<file path="src/rtl/cm_serial_mac_if.sv">
// cm_serial_mac_if: operand stream in, saturated result stream out, plus window status.
interface cm_serial_mac_if #(
  parameter int DW = 8,
  parameter int OW = 8,
  parameter int KW = 8
);
  logic          in_valid;
  logic          in_ready;
  logic [DW-1:0] a;
  logic [DW-1:0] b;
  logic          signed_mode;
  logic [KW-1:0] klen;
  logic          out_valid;
  logic          out_ready;
  logic [OW-1:0] out;
  logic          out_ovf;
  logic          busy;
  modport master (
    output in_valid, a, b, signed_mode, klen, out_ready,
    input  in_ready, out_valid, out, out_ovf, busy
  );
  modport slave (
    input  in_valid, a, b, signed_mode, klen, out_ready,
    output in_ready, out_valid, out, out_ovf, busy
  );
endinterface

</file>
<file path="src/rtl/cm_serial_mac.sv">
// cm_serial_mac: windowed serial multiply-accumulate with rescale and saturation.
module cm_serial_mac #(
  parameter int DW    = 8,
  parameter int AW    = 24,
  parameter int OW    = 8,
  parameter int KW    = 8,
  parameter int SHIFT = 0
) (
  input logic           clk,
  input logic           rst,
  cm_serial_mac_if.slave s
);
  typedef enum logic [1:0] {IDLE, ACC, DONE} state_t;
  localparam logic [AW-1:0] SMAX = {{(AW-OW+1){1'b0}}, {(OW-1){1'b1}}};
  localparam logic [AW-1:0] SMIN = ~SMAX;
  localparam logic [AW-1:0] UMAX = {{(AW-OW){1'b0}}, {OW{1'b1}}};
  state_t          state, state_n;
  logic [2*DW-1:0] pu, ps;
  logic [AW-1:0]   prod, acc, acc_n, sh_s, sh_u, sh;
  logic [KW:0]     cnt, cnt_n, kl, klen_r;
  logic            sign_r, sgn, accept, first, last, hi, lo;
  logic [OW-1:0]   sat;
  assign accept = s.in_valid && s.in_ready;
  // A beat taken outside ACC opens a new window and latches its mode and length.
  assign first  = state != ACC;
  assign sgn    = first ? s.signed_mode : sign_r;
  assign kl     = first ? (s.klen == '0 ? (KW+1)'(1) : {1'b0, s.klen}) : klen_r;
  assign pu     = {{DW{1'b0}}, s.a} * {{DW{1'b0}}, s.b};
  assign ps     = {{DW{s.a[DW-1]}}, s.a} * {{DW{s.b[DW-1]}}, s.b};
  assign prod   = sgn ? {{(AW-2*DW){ps[2*DW-1]}}, ps} : {{(AW-2*DW){1'b0}}, pu};
  assign acc_n  = first ? prod : acc + prod;
  assign cnt_n  = first ? (KW+1)'(1) : cnt + 1'b1;
  assign last   = cnt_n == kl;
  assign sh_s   = $signed(acc_n) >>> SHIFT;
  assign sh_u   = acc_n >> SHIFT;
  assign sh     = sgn ? sh_s : sh_u;
  assign hi     = sgn ? $signed(sh) > $signed(SMAX) : sh > UMAX;
  assign lo     = sgn && $signed(sh) < $signed(SMIN);
  assign sat    = hi ? (sgn ? SMAX[OW-1:0] : UMAX[OW-1:0]) : lo ? SMIN[OW-1:0] : sh[OW-1:0];
  always_ff @(posedge clk or negedge rst) begin
    if (!rst) state <= IDLE;
    else state <= state_n;
  end
  always_comb begin
    state_n = accept ? (last ? DONE : ACC) : (state == DONE && s.out_ready) ? IDLE : state;
  end
  always_comb begin
    s.in_ready  = state != DONE || s.out_ready;
    s.out_valid = state == DONE;
    s.busy      = state == ACC;
  end
  always_ff @(posedge clk or negedge rst) begin
    if (!rst) begin
      acc       <= '0;
      cnt       <= '0;
      klen_r    <= '0;
      sign_r    <= 1'b0;
      s.out     <= '0;
      s.out_ovf <= 1'b0;
    end else if (accept) begin
      acc <= acc_n;
      cnt <= cnt_n;
      if (first) begin
        klen_r <= kl;
        sign_r <= s.signed_mode;
      end
      if (last) begin
        s.out     <= sat;
        s.out_ovf <= hi || lo;
      end
    end
  end
endmodule

</file>
<file path="src/flat_wrapper.sv">
// flat-port wrapper written by rule: the top's interface ports become plain ports
module cm_serial_mac_flat 
#(
  parameter int DW    = 8,
  parameter int AW    = 24,
  parameter int OW    = 8,
  parameter int KW    = 8,
  parameter int SHIFT = 0
)
  (clk, rst, s_in_valid, s_a, s_b, s_signed_mode, s_klen, s_out_ready, s_in_ready, s_out_valid, s_out, s_out_ovf, s_busy);
  cm_serial_mac_if #(.DW(DW), .OW(OW), .KW(KW)) s_i ();
  input logic clk;
  input logic rst;
  input wire logic [$bits(s_i.in_valid)-1:0] s_in_valid;
  input wire logic [$bits(s_i.a)-1:0] s_a;
  input wire logic [$bits(s_i.b)-1:0] s_b;
  input wire logic [$bits(s_i.signed_mode)-1:0] s_signed_mode;
  input wire logic [$bits(s_i.klen)-1:0] s_klen;
  input wire logic [$bits(s_i.out_ready)-1:0] s_out_ready;
  output wire logic [$bits(s_i.in_ready)-1:0] s_in_ready;
  output wire logic [$bits(s_i.out_valid)-1:0] s_out_valid;
  output wire logic [$bits(s_i.out)-1:0] s_out;
  output wire logic [$bits(s_i.out_ovf)-1:0] s_out_ovf;
  output wire logic [$bits(s_i.busy)-1:0] s_busy;
  assign s_i.in_valid = s_in_valid;
  assign s_i.a = s_a;
  assign s_i.b = s_b;
  assign s_i.signed_mode = s_signed_mode;
  assign s_i.klen = s_klen;
  assign s_i.out_ready = s_out_ready;
  assign s_in_ready = s_i.in_ready;
  assign s_out_valid = s_i.out_valid;
  assign s_out = s_i.out;
  assign s_out_ovf = s_i.out_ovf;
  assign s_busy = s_i.busy;
  cm_serial_mac #(.DW(DW), .AW(AW), .OW(OW), .KW(KW), .SHIFT(SHIFT)) u_core (.clk(clk), .rst(rst), .s(s_i));
endmodule
</file>
<file path="config.mk">
export PLATFORM = sky130hd
export DESIGN_NAME = cm_serial_mac_flat
export DESIGN_NICKNAME = d
export VERILOG_FILES = /design/src/rtl/cm_serial_mac_if.sv /design/src/rtl/cm_serial_mac.sv /design/src/flat_wrapper.sv
export SDC_FILE = /design/constraint.sdc
export NUM_CORES = 1
export LEC_CHECK = 0
export BUFFER_PORTS_ARGS = -buffer_cell sky130_fd_sc_hd__buf_4
export CAP_MARGIN = 40
export CORE_MARGIN = 1
export CORE_UTILIZATION = 50
export DETAILED_ROUTE_END_ITERATION = 8
export HOLD_SLACK_MARGIN = 0.15
export MAX_ROUTING_LAYER = met4
export PLACE_DENSITY = 0.68
export SYNTH_ARGS = -nofsm -noshare
export SYNTH_HDL_FRONTEND = slang
export SYNTH_SLANG_ARGS = --single-unit
</file>
<file path="constraint.sdc">
create_clock -name clk -period 5 [get_ports clk]
set_input_delay 0 -clock clk [delete_from_list [all_inputs] [get_ports clk]]
set_output_delay 0 -clock clk [all_outputs]
set_load 0.005 [all_outputs]
</file>
# Yosys cells after proc, flatten, opt, wreduce, memory -nomap -nowiden
# Index checks and enable logic that the tools add are counted.
# W data, S select, Z words.
[totals] ff_bits=54 latchBits=0 ram_bits=0 rom_bits=0 inputBits=29 output_inout_bits=12 elab_cells=41 memories=0
[op_classes] n_addsub=2 n_mul=2 n_div=0 magnitude_cmp=3 n_eq_ne=5 n_shift=0 n_mux=13 n_bitwise=0 n_reduce_logical=9
[ops] operator="$gt A24 B8 Y1 const B" n=2
[ops] operator="$mux W24" n=2
[ops] operator="$mul A8 B8 Y16" n=2
[ops] operator="$mux W8" n=4
[ops] operator="$add A24 B24 Y24" n=1
[ops] operator="$lt A24 B8 Y1 const B" n=1
[ops] operator="$mux W9" n=2
[ops] operator="$add A9 B1 Y9 const B" n=1
[ops] operator="$eq A9 B9 Y1" n=1
[ops] operator="$logic_not A8 Y1" n=1
[ops] operator="$mux W2" n=3
[ops] operator="$reduce_and A2 Y1" n=2
[ops] operator="$logic_and A1 B1 Y1" n=3
[ops] operator="$eq A2 B1 Y1 const B" n=1
[ops] operator="$eq A2 B2 Y1 const B" n=1
[ops] operator="$logic_or A1 B1 Y1" n=2
[ops] operator="$mux W1" n=2
[ops] operator="$ne A2 B1 Y1 const B" n=1
[ops] operator="$ne A2 B2 Y1 const B" n=1
[ops] operator="$reduce_bool A2 Y1" n=1

# Depth between registers and ports, before layout
# Gate-level depths: netlist (run 1).
[depth] ltp_word=9 depth_mapped=32 mapped_depth_nobuf=30

# Least setup slack after synthesis (run 1)
# OpenSTA, ideal clock, no wires.
[synth_path] path_kind="input -> register" startpoint="input port s_a[7]" endpoint="register u_core.s.out_ovf" setup_ns=0.118 arrival_ns=6.844 required_ns=4.882 slack_ns=-1.962 cell_stages=28 path_buffers=1 path_cell_list="clkbuf_1 > and2_1 > fa_1 > inv_1 > fa_1 > inv_1 > fa_1 > inv_1 > fa_1 > inv_1 > ha_1 > nand2_1 > nor4_1 > o32ai_2 > xnor2_1 > or2_1 > inv_2 > a31o_2 > ha_1 > a211oi_1 > o21bai_1 > or3_1 > o211ai_1 > a311oi_1 > a2111oi_0 > a41oi_1 > o41a_1 > a21o_1"
[synth_via] elab_chain_len=7 elab_cells_between_ends=11 classes_between="add/sub (1); mul (2); order compare (3); mux (3); reduce/logical (2)"
[synth_rtl] item="start: declaration" line_no="flat_wrapper.sv:15" text="input wire logic [$bits(s_i.a)-1:0] s_a;"
[synth_rtl] item="$mul A8 B8 Y16 (on tied branches)" line_no="cm_serial_mac.sv:28, cm_serial_mac.sv:29"
[synth_rtl] item="$mux W24 (*)" line_no="cm_serial_mac.sv:30" text="assign prod = sgn ? {{(AW-2*DW){ps[2*DW-1]}}, ps} : {{(AW-2*DW){1'b0}}, pu};"
[synth_rtl] item="$add A24 B24 Y24" line_no="cm_serial_mac.sv:31" text="assign acc_n = first ? prod : acc + prod;"
[synth_rtl] item="$mux W24 (*)" line_no="cm_serial_mac.sv:31"
[synth_rtl] item="$gt A24 B8 Y1 or $lt A24 B8 Y1 (tied branches)" line_no="cm_serial_mac.sv:37, cm_serial_mac.sv:38"
[synth_rtl] item="$mux W1 or $logic_and A1 B1 Y1 (tied branches)" line_no="cm_serial_mac.sv:37, cm_serial_mac.sv:38"
[synth_rtl] item="$logic_or A1 B1 Y1 (*)" line_no="cm_serial_mac.sv:69" text="s.out_ovf <= hi || lo;"
[synth_rtl] item="end signal: assignment" line_no="cm_serial_mac.sv:69"
[synth_rtl] item="end: declaration" line_no="cm_serial_mac_if.sv:24" text="output in_ready, out_valid, out, out_ovf, busy"
# Mark *: on every way between the ends. The rest lies on a longest branch, timed or not.
# A chain may end at the register's enable or synchronous reset.

# Worst setup path in the final report (run 1)
[layout_path] startpoint="input port s_a[4]" endpoint="register u_core.s.out[5]"
[layout_via] elab_chain_len=8 elab_cells_between_ends=12 classes_between="add/sub (1); mul (2); order compare (3); mux (5); reduce/logical (1)"
[layout_rtl] item="$mul A8 B8 Y16 (on tied branches)" line_no="cm_serial_mac.sv:28, cm_serial_mac.sv:29"
[layout_rtl] item="$mux W24 (*)" line_no="cm_serial_mac.sv:30"
[layout_rtl] item="$add A24 B24 Y24" line_no="cm_serial_mac.sv:31"
[layout_rtl] item="$mux W24 (*)" line_no="cm_serial_mac.sv:31"
[layout_rtl] item="$lt A24 B8 Y1" line_no="cm_serial_mac.sv:38" text="assign lo = sgn && $signed(sh) < $signed(SMIN);"
[layout_rtl] item="$logic_and A1 B1 Y1" line_no="cm_serial_mac.sv:38"
[layout_rtl] item="$mux W8" line_no="cm_serial_mac.sv:39" text="assign sat = hi ? (sgn ? SMAX[OW-1:0] : UMAX[OW-1:0]) : lo ? SMIN[OW-1:0] : sh[OW-1:0];"
[layout_rtl] item="$mux W8 (*)" line_no="cm_serial_mac.sv:39"
[layout_rtl] item="end signal: assignment" line_no="cm_serial_mac.sv:68" text="s.out <= sat;"
[layout_rtl] item="end: declaration" line_no="cm_serial_mac_if.sv:24"
# Marked as above.

==> impl_metrics.yaml, run 1 <==
global_routing:
  grt_pass1_vias: 9177
  antenna_found_initial: 0
  grt_pass1_wl_um: 44700
  grt_max_degree: 55
  grt-ovfl-total: 0
  grt_usage_pct: 32.1
floorplan:
  rows: 48
  dieWidth_um: 134
  dieArea_mm2: 0.0181
  ios: 41
  core_region_area_mm2: 0.0172
  die_h_um: 134
  initial_core_util_pct: 50.9
placed_design:
  pre_cts_ws_ns: -1.97
  globalplace.congestion: 0.898
  hpwl_um: 19600
  portBuffers: 40
sta:
  rsz0062_at_grt: "true"
  finalHoldViolCount: 0
  worstMarginPinSlew_ns: 0.745
  slew_headroom_pct: 50.3
  fin_skew_ns: 0.00768
  slew_violations: 0
  finalCritPeriodShare_pct: 131
  timing.fmax_ghz: 0.153
  setup_slack_ns: -1.53
  setup_viol: 24
  period_minus_slack_ns: 6.53
yosys:
  yosysTopAreaCell: "fa_1"
  synth-main-ff-cell: "dfrtp_1"
  synth-seq-area-share_pct: 15.4
  async_reset_ff_share_pct: 100
  synth_nets: 1263
  synth-seq-cells: 54
  synth_cells: 1066
  synth_area_leaders: "fa_1 (20%), dfrtp_1 (15%), ha_1 (12%), inv_1 (7.4%), nand2_1 (5.8%)"
  synth.top_cells.by_count: "inv_1 (174), nand2_1 (136), fa_1 (86)"
  synth_edf_count: 0
  synth.cell_area_mm2: 0.00877
  yosysUniqueCellTypes: 81
  yosysTopAreaCellShare_pct: 19.6
  postSynthAreaPerCell_um2: 8.23
  synth_most_common_cell: "inv_1"
  yosys_warnings: 0
critical_path:
  arrival_ns: 6.71
  rrSetupSlack_ns: 0.25
  r2r-end: "u_core.s.out[3]$_DFFE_PN0P_"
  cp_slowest_stage_delay_ns: 0.54
  cp-start-kind: "input pin"
  critPathKind: "input pin to flop"
  crit_fanout: 8
  cp.required_ns: 5.17
  crit_path_frequent_cell: "fa_1"
  regToRegStartpoint: "u_core.state[1]$_DFFE_PN0P_"
  endpoint_kind: "flop"
  crit_path_top_delay_cell: "fa_1"
  rr_worst_depth: 20
cells_and_area:
  multi_input_area_mm2: 0.00797
  syn_to_final_growth_pct: 52.1
  diodes: 0
  drive_above_1_share_pct: 41.8
  fill_cells: 1010
  seqCellArea_mm2: 0.00135
  nets: 1580
outcome:
  violations: "setup timing"
  status: "finished with violations"
detailed_routing:
  routed_wl_um: 32200
  via_per_inst: 5.97
  vias: 9602
  ant_nets: 0
  drt-wirelength-per-cell_um: 20.0
  drc_errors: 0
  drt_iter0_markers: 911
  firstDrtPassIters: 6
cts:
  clockBufferDepth: 2
  clk_latency_ns: 0.30
  cts_tree: "built"
  cts.sinks: 54
  clk_pin_slew_worst_paths_ns: 0.07
  cts_buffers: 5
  htreeDepth: 2
  root_buffer: "clkbuf_16"
min_path:
  hold_class: "input pin to asynchronous set/reset pin"
job:
  drv_cap: 0
==> worst max-delay path, delay by kind of cell <==
kind            cells  cell delay [ns]
xor+xnor            1             0.21
simple gates        2             0.33
compound gates     12             2.45
buf+inv            11             1.20
fa+ha+maj           6             2.51
==> worst max-delay path by stage <==
| stage | startpoint | end | slack [ns] | depth (start not counted) |
|---|---|---|---|---|
| 2_1_floorplan | s_a[7] | u_core.s.out_ovf$_DFFE_PN0P_ | -1.52 | 27 |
| 3_3_place_gp | s_a[7] | u_core.s.out[0]$_DFFE_PN0P_ | -1.84 | 31 |
| 3_5_place_dp | s_a[7] | u_core.s.out[2]$_DFFE_PN0P_ | -1.97 | 31 |
| 4_1_cts | s_a[6] | u_core.s.out[2]$_DFFE_PN0P_ | -1.21 | 31 |
| 5_1_grt | s_b[0] | u_core.s.out[4]$_DFFE_PN0P_ | -1.70 | 33 |
| 6_report | s_a[4] | u_core.s.out[5]$_DFFE_PN0P_ | -1.53 | 32 |
==> repair_timing <==
item | in CTS | in global routing
resized for setup | 174 | 120
pin swaps | 118 | 116
setup buffers | 46 | 35
hold buffers | 10 | 0
endpoints found under the setup margin | 25 | 25
endpoints found under the hold margin | 63 | 0
==> flip-flops by register name, indices dropped and copies added (netlist names) <==
signal	count
u_core.acc	24
u_core.cnt	9
u_core.klen_r	9
u_core.s.out	8
u_core.s.out_ovf	1
u_core.sign_r	1
u_core.state	2
==> final cells by class <==
| class | count | share of cell area (%) |
|---|---|---|
| clock inverter | 3 | 0.328 |
| inverter | 176 | 4.97 |
| clock buffer | 5 | 0.938 |
| timing repair buffer | 345 | 21.8 |
| tap | 225 | 2.11 |
| sequential | 54 | 10.1 |
| multi-input combinational | 801 | 59.7 |
==> stage by stage <==
step	hold slack (ns)	utilization (%)	instance area [µm²]	TNS, ns	cells
after floorplan	-0.296	-	9150	-18.01	1066
after global placement	0.104	64.8	11200	-30.58	1517
after detailed placement	0.108	64.8	11200	-33.05	1517
after CTS	0.327	73.0	12600	-17.91	1579
after global routing	0.375	77.4	13300	-27.64	1609
final	0.296	77.4	13300	-24.48	1609
==> kinds of logic (layout without fill, tap and decap cells) <==
logic type | count (synthesis) | after routing | synth area share, %
buffers and inverters | 211 | 529 | 9.21
AOI/OAI and AO/OA | 235 | 235 | 17.8
muxes | 26 | 26 | 3.25
DFF | 54 | 54 | 15.4
xor gates and xnor gates | 51 | 51 | 5.09
adders and majority gates | 168 | 168 | 31.3
and+or+nand+nor | 321 | 321 | 17.9
==> placed cells by master (no fill, tap or decap), types with 6 or more instances in the layout <==
| master | n |
|---|---|
| a21o_1 | 15 |
| a21oi_1 | 28 |
| a21oi_2 | 8 |
| a21oi_4 | 11 |
| and2_1 | 27 |
| and2_4 | 14 |
| buf_12 | 6 |
| buf_4 | 276 |
| buf_6 | 48 |
| dfrtp_1 | 54 |
| dlygate4sd3_1 | 10 |
| fa_1 | 77 |
| fa_2 | 9 |
| ha_1 | 55 |
| ha_4 | 23 |
| inv_1 | 153 |
| inv_2 | 22 |
| mux2_2 | 8 |
| mux2i_1 | 13 |
| nand2_1 | 114 |
| nand2_2 | 11 |
| nand2_4 | 10 |
| nand2b_1 | 7 |
| nand3_1 | 20 |
| nand4_1 | 8 |
| nor2_1 | 33 |
| nor2_2 | 7 |
| nor2b_1 | 12 |
| nor3_1 | 9 |
| o211ai_1 | 9 |
| o21ai_0 | 43 |
| o21ai_1 | 10 |
| o21ai_2 | 14 |
| o22ai_1 | 11 |
| xnor2_1 | 24 |
| xor2_1 | 18 |
==> per-layer routing <==
| layer | GRT usage, % | share of wire [%] | up-vias |
|---|---|---|---|
| met5 | - | 0 | - |
| met4 | 11.4 | 5.4 | 0 |
| met3 | 3.45 | 6.8 | 182 |
| met2 | 53.1 | 49 | 533 |
| met1 | 40.9 | 39 | 4687 |
| li1 | - | - | 4200 |
Power of run 1 is not shown: default switching activity piles up to over one toggle a cycle in this logic, so the estimate is an artifact.
==> inputs of run 2 (changes only) <==
==> constraint.sdc (replaced) <==
create_clock -name clk -period 5 [get_ports clk]
set_input_delay 0.75 -clock clk [delete_from_list [all_inputs] [get_ports clk]]
set_output_delay 0.75 -clock clk [all_outputs]
set_load 0.005 [all_outputs]
==> run 2 against run 1 <==
The run still ends with setup timing left. Highest routed layer unchanged. Via count fell by 6.5%. Critical path depth decreased by 2. First-iteration DRC count shrank 30%. Register-to-register slack improved by 0.25 ns. Largest cell class unchanged. Critical endpoint is now u_core.s.out_ovf$_DFFE_PN0P_.
==> impl_metrics.yaml, run 2 (synthesized netlist as in run 1, its figures left out) <==
outcome:
  status: "finished with violations"
  violations: "setup timing"
cts:
  clk_latency_ns: 0.30
  clockBufferDepth: 2
  cts_tree: "built"
  root_buffer: "clkbuf_16"
  hold_buffers: 0
  clk_pin_slew_worst_paths_ns: 0.07
  htreeDepth: 2
  cts.sinks: 54
  cts_buffers: 5
sta:
  finalCritPeriodShare_pct: 144
  rsz0062_at_grt: "true"
  fin_skew_ns: 0.00774
  worstMarginPinSlew_ns: 0.736
  setup_viol: 26
  slew_headroom_pct: 51.0
  finalHoldViolCount: 0
  period_minus_slack_ns: 7.19
  slew_violations: 0
  timing.fmax_ghz: 0.139
  setup_slack_ns: -2.19
detailed_routing:
  ant_nets: 0
  routed_wl_um: 28400
  drc_errors: 0
  top_layer: "met4"
  firstDrtPassIters: 6
  dr_wl_met3_um: 1540
  drt-wirelength-per-cell_um: 18.3
  wl_met2_um: 13900
  m1WireLength_um: 11700
  drt_iter0_markers: 636
  vias: 8982
  via_per_inst: 5.77
cells_and_area:
  largest_reg_flops: 24
  final_common_cell: "buf_4"
  mostFrequentLayoutCells: "buf_4 (243), inv_1 (138), nand2_1 (111)"
  fill_cells: 1098
  top_regs: "u_core.acc (24), u_core.cnt (9), u_core.klen_r (9)"
  regMostFlops: "u_core.acc"
  stdcell_count: 1557
  drive_above_1_share_pct: 42.9
  nets: 1528
  diodes: 0
  syn_to_final_growth_pct: 48.5
critical_path:
  cp.required_ns: 5.19
  endpoint_kind: "flop"
  crit_path_top_delay_cell: "fa_1"
  critPathKind: "input pin to flop"
  cp.buffers_inverters: 6
  cp_slowest_stage_delay_ns: 0.58
  cp_top_family: "compound AO/OA/AOI/OAI gates"
  cp-start-kind: "input pin"
  arrival_ns: 7.38
  crit_fanout: 7
global_routing:
  grt_usage_pct: 29.4
  grt_pass1_vias: 8655
  grt_max_degree: 55
  grt_pass1_wl_um: 41100
  antenna_found_initial: 0
  grt-ovfl-total: 0
placed_design:
  globalplace.congestion: 0.892
  portBuffers: 40
  place_inst: 1506
  hpwl_um: 19300
floorplan:
  initial_core_util_pct: 50.9
  dieArea_mm2: 0.0181
  core_region_area_mm2: 0.0172
  ios: 41
  dieWidth_um: 134
  die_h_um: 134
  rows: 48
min_path:
  hold_class: "flop to flop"
job:
  drv_cap: 0
==> run 2: worst register-to-register path, stage by stage (launching register included) <==
cell       delay (ns)
dfrtp_1          0.40
nand2b_1         0.26
inv_2            0.14
mux2i_4          0.35
buf_4            0.30
nand2_1          0.08
o21ai_0          0.18
ha_1             0.35
o211ai_1         0.22
a21oi_2          0.09
o21ai_2          0.31
buf_4            0.22
o2111ai_4        0.17
a311oi_2         0.37
buf_4            0.17
nand3_1          0.08
a2bb2oi_2        0.23
a41oi_4          0.24
a21o_1           0.22
==> run 2: final cells by class <==
class | instances | area (µm²) | share of cell area [%]
multi-input combinational | 801 | 8160 | 62.6
tap | 225 | 282 | 2.16
timing repair buffer | 293 | 2420 | 18.6
clock inverter | 2 | 12.5 | 0.0961
inverter | 176 | 666 | 5.11
clock buffer | 6 | 139 | 1.07
sequential | 54 | 1350 | 10.4
==> run 2: repair_timing <==
item | 4_1_cts | 5_1_grt
buffers inserted | 24 | 24
setup endpoints to repair | 27 | 28
pin swaps | 120 | 115
hold endpoints to repair | 0 | 0
resized for setup | 140 | 154
cloned | 0 | 0
==> run 2: path summary, 6_finish.rpt <==
kind,from,endpoint,slack (ns),cells after the start
setup / recovery,s_b[6],u_core.s.out_ovf$_DFFE_PN0P_,-2.19,30
setup reg to reg,u_core.state[1]$_DFFE_PN0P_,u_core.s.out_ovf$_DFFE_PN0P_,0.50,18
hold / removal,u_core.acc[21]$_DFFE_PN0P_,u_core.acc[21]$_DFFE_PN0P_,0.48,2
max in group asynchronous,rst,u_core.acc[19]$_DFFE_PN0P_,4.00,1
hold reg to reg,u_core.acc[21]$_DFFE_PN0P_,u_core.acc[21]$_DFFE_PN0P_,0.48,2
min in group asynchronous,rst,u_core.acc[5]$_DFFE_PN0P_,0.50,1
==> run 2: metrics by stage <==
stage                     setup TNS (ns)  setup WS, ns  hold WS, ns  utilization [%]  cell area (µm²)
after floorplan                   -35.34         -2.27        0.445                -             9250
after global placement            -47.30         -2.46        0.463             64.9            11200
after detailed placement          -50.45         -2.64        0.463             64.9            11200
after CTS                         -34.52         -1.90        0.479             70.6            12200
after global routing              -45.28         -2.42        0.532             75.6            13000
final                             -39.75         -2.19        0.484             75.6            13000
==> run 2: metal layers <==
metal | track usage [%] | up-vias
met5 | - | -
met3 | 3.72 | 105
met1 | 38.5 | 4427
met2 | 47.9 | 324
met4 | 8.80 | 0
li1 | - | 4126
Power of run 2 is left out for the same reason.
==> inputs of run 3 (changes only) <==
--- a/config.mk
+++ b/config.mk
@@ -5,14 +5,16 @@
 export SDC_FILE = /design/constraint.sdc
 export NUM_CORES = 1
 export LEC_CHECK = 0
+export ABC_CLOCK_PERIOD_IN_PS = 5000
 export BUFFER_PORTS_ARGS = -buffer_cell sky130_fd_sc_hd__buf_4
-export CAP_MARGIN = 40
+export CAP_MARGIN = 20
 export CORE_MARGIN = 1
 export CORE_UTILIZATION = 50
 export DETAILED_ROUTE_END_ITERATION = 8
 export HOLD_SLACK_MARGIN = 0.15
 export MAX_ROUTING_LAYER = met4
 export PLACE_DENSITY = 0.68
+export RECOVER_POWER = 100
 export SYNTH_ARGS = -nofsm -noshare
 export SYNTH_HDL_FRONTEND = slang
 export SYNTH_SLANG_ARGS = --single-unit
==> run 3 against run 2 <==
The run ends with capacitance limit, slew limit, setup timing left. Cell area down 0.14%. Wire length down 0.26%. Sequential share of layout area barely moved. Utilization shrank 0.11 points. Critical endpoint unchanged.
==> impl_metrics.yaml, run 3 (synthesized netlist as in run 1, its figures left out) <==
outcome:
  status: "finished with violations"
  violations: "capacitance limit, slew limit, setup timing"
cts:
  clk_pin_slew_worst_paths_ns: 0.07
  htreeDepth: 2
  cts_tree: "built"
  cts.sinks: 54
  clockBufferDepth: 2
  hold_buffers: 0
  cts_buffers: 5
  root_buffer: "clkbuf_16"
  clk_latency_ns: 0.30
cells_and_area:
  final_common_cell: "buf_4"
  mostFrequentLayoutCells: "buf_4 (230), inv_1 (138), nand2_1 (111)"
  top_regs: "u_core.acc (24), u_core.cnt (9), u_core.klen_r (9)"
  diodes: 0
  largest_reg_flops: 24
  fill_cells: 1103
  nets: 1528
  fin_util_pct: 75.5
  drive_above_1_share_pct: 42.6
  syn_to_final_growth_pct: 48.3
  regMostFlops: "u_core.acc"
placed_design:
  portBuffers: 40
  globalplace.congestion: 0.892
  hpwl_um: 19300
sta:
  worstMarginPinSlew_ns: 3.09
  setup_tns_ns: -40.40
  setup_slack_ns: -2.18
  period_minus_slack_ns: 7.18
  timing.fmax_ghz: 0.139
  finalCritPeriodShare_pct: 144
  whs_ns: 0.484
  fin_skew_ns: 0.00835
  slew_headroom_pct: -106
  slew_violations: 108
  finalHoldViolCount: 0
  rsz0062_at_grt: "true"
  setup_viol: 26
detailed_routing:
  routed_wl_um: 28400
  ant_nets: 0
  via_per_inst: 5.77
  vias: 8981
  drt_iter0_markers: 722
  drt-wirelength-per-cell_um: 18.2
  firstDrtPassIters: 5
  drc_errors: 0
floorplan:
  core_region_area_mm2: 0.0172
  dieWidth_um: 134
  ios: 41
  die_h_um: 134
  initial_core_util_pct: 50.9
  dieArea_mm2: 0.0181
  rows: 48
global_routing:
  grt_pass1_vias: 8655
  grt_max_degree: 55
  grt_usage_pct: 29.4
  antenna_found_initial: 0
  grt_pass1_wl_um: 41100
  grt-ovfl-total: 0
critical_path:
  cp.required_ns: 5.19
  crit_path_top_delay_cell: "fa_1"
  cp_slowest_stage_delay_ns: 0.58
  arrival_ns: 7.38
  crit_fanout: 7
  cp-start-kind: "input pin"
  endpoint_kind: "flop"
  critPathKind: "input pin to flop"
job:
  drv_cap: 2
min_path:
  hold_class: "flop to flop"
run 3: what timing repair did:
action | CTS | global route
buffers inserted | 24 | 24
gates resized for setup | 140 | 154
pin swaps | 120 | 115
setup endpoints to repair | 27 | 28
hold endpoints to repair | 0 | 0
run 3: routing by layer:
| layer | global-route usage (%) | routed length [µm] | vias to the layer above | part of all wire [%] |
|---|---|---|---|---|
| li1 | - | - | 4126 | - |
| met1 | 38.5 | 11600 | 4431 | 41 |
| met2 | 47.9 | 13900 | 313 | 49 |
| met3 | 3.72 | 1590 | 111 | 5.6 |
| met4 | 8.80 | 1340 | 0 | 4.7 |
| met5 | - | 0 | - | 0 |
run 3: per-stage QoR:
stage,cell area [µm²],instances,setup WS [ns]
final,13000,1557,-2.18
after global placement,11200,1506,-2.46
after CTS,12200,1537,-1.90
after global routing,13000,1557,-2.42
after detailed placement,11200,1506,-2.64
after floorplan,9250,1066,-2.27
run 3: final cells by class:
| cell class | count | area, µm² | area share [%] |
|---|---|---|---|
| multi-input combinational | 801 | 8160 | 62.7 |
| timing repair buffer | 293 | 2400 | 18.5 |
| sequential | 54 | 1350 | 10.4 |
| inverter | 176 | 666 | 5.12 |
| tap | 225 | 282 | 2.16 |
| clock buffer | 6 | 139 | 1.07 |
| clock inverter | 2 | 12.5 | 0.0962 |
run 3: worst paths after layout:
| check | startpoint | end | slack [ns] | cells past startpoint |
|---|---|---|---|---|
| min reg2reg | u_core.acc[21]$_DFFE_PN0P_ | u_core.acc[21]$_DFFE_PN0P_ | 0.48 | 2 |
| max | s_b[6] | u_core.s.out_ovf$_DFFE_PN0P_ | -2.18 | 30 |
| min | u_core.acc[21]$_DFFE_PN0P_ | u_core.acc[21]$_DFFE_PN0P_ | 0.48 | 2 |
| max in group asynchronous | rst | u_core.cnt[7]$_DFFE_PN0P_ | 1.79 | 1 |
| min in group asynchronous | rst | u_core.acc[5]$_DFFE_PN0P_ | 1.45 | 1 |
| max reg2reg | u_core.state[1]$_DFFE_PN0P_ | u_core.s.out_ovf$_DFFE_PN0P_ | 0.53 | 18 |
run 3: worst max-delay path, delay by kind of cell:
family | cells | cell delay (ns)
buf+inv | 6 | 0.59
xor+xnor | 1 | 0.16
compound gates | 12 | 2.71
fa+ha+maj | 6 | 2.50
simple gates | 5 | 0.66
Power of run 3 is left out for the same reason.
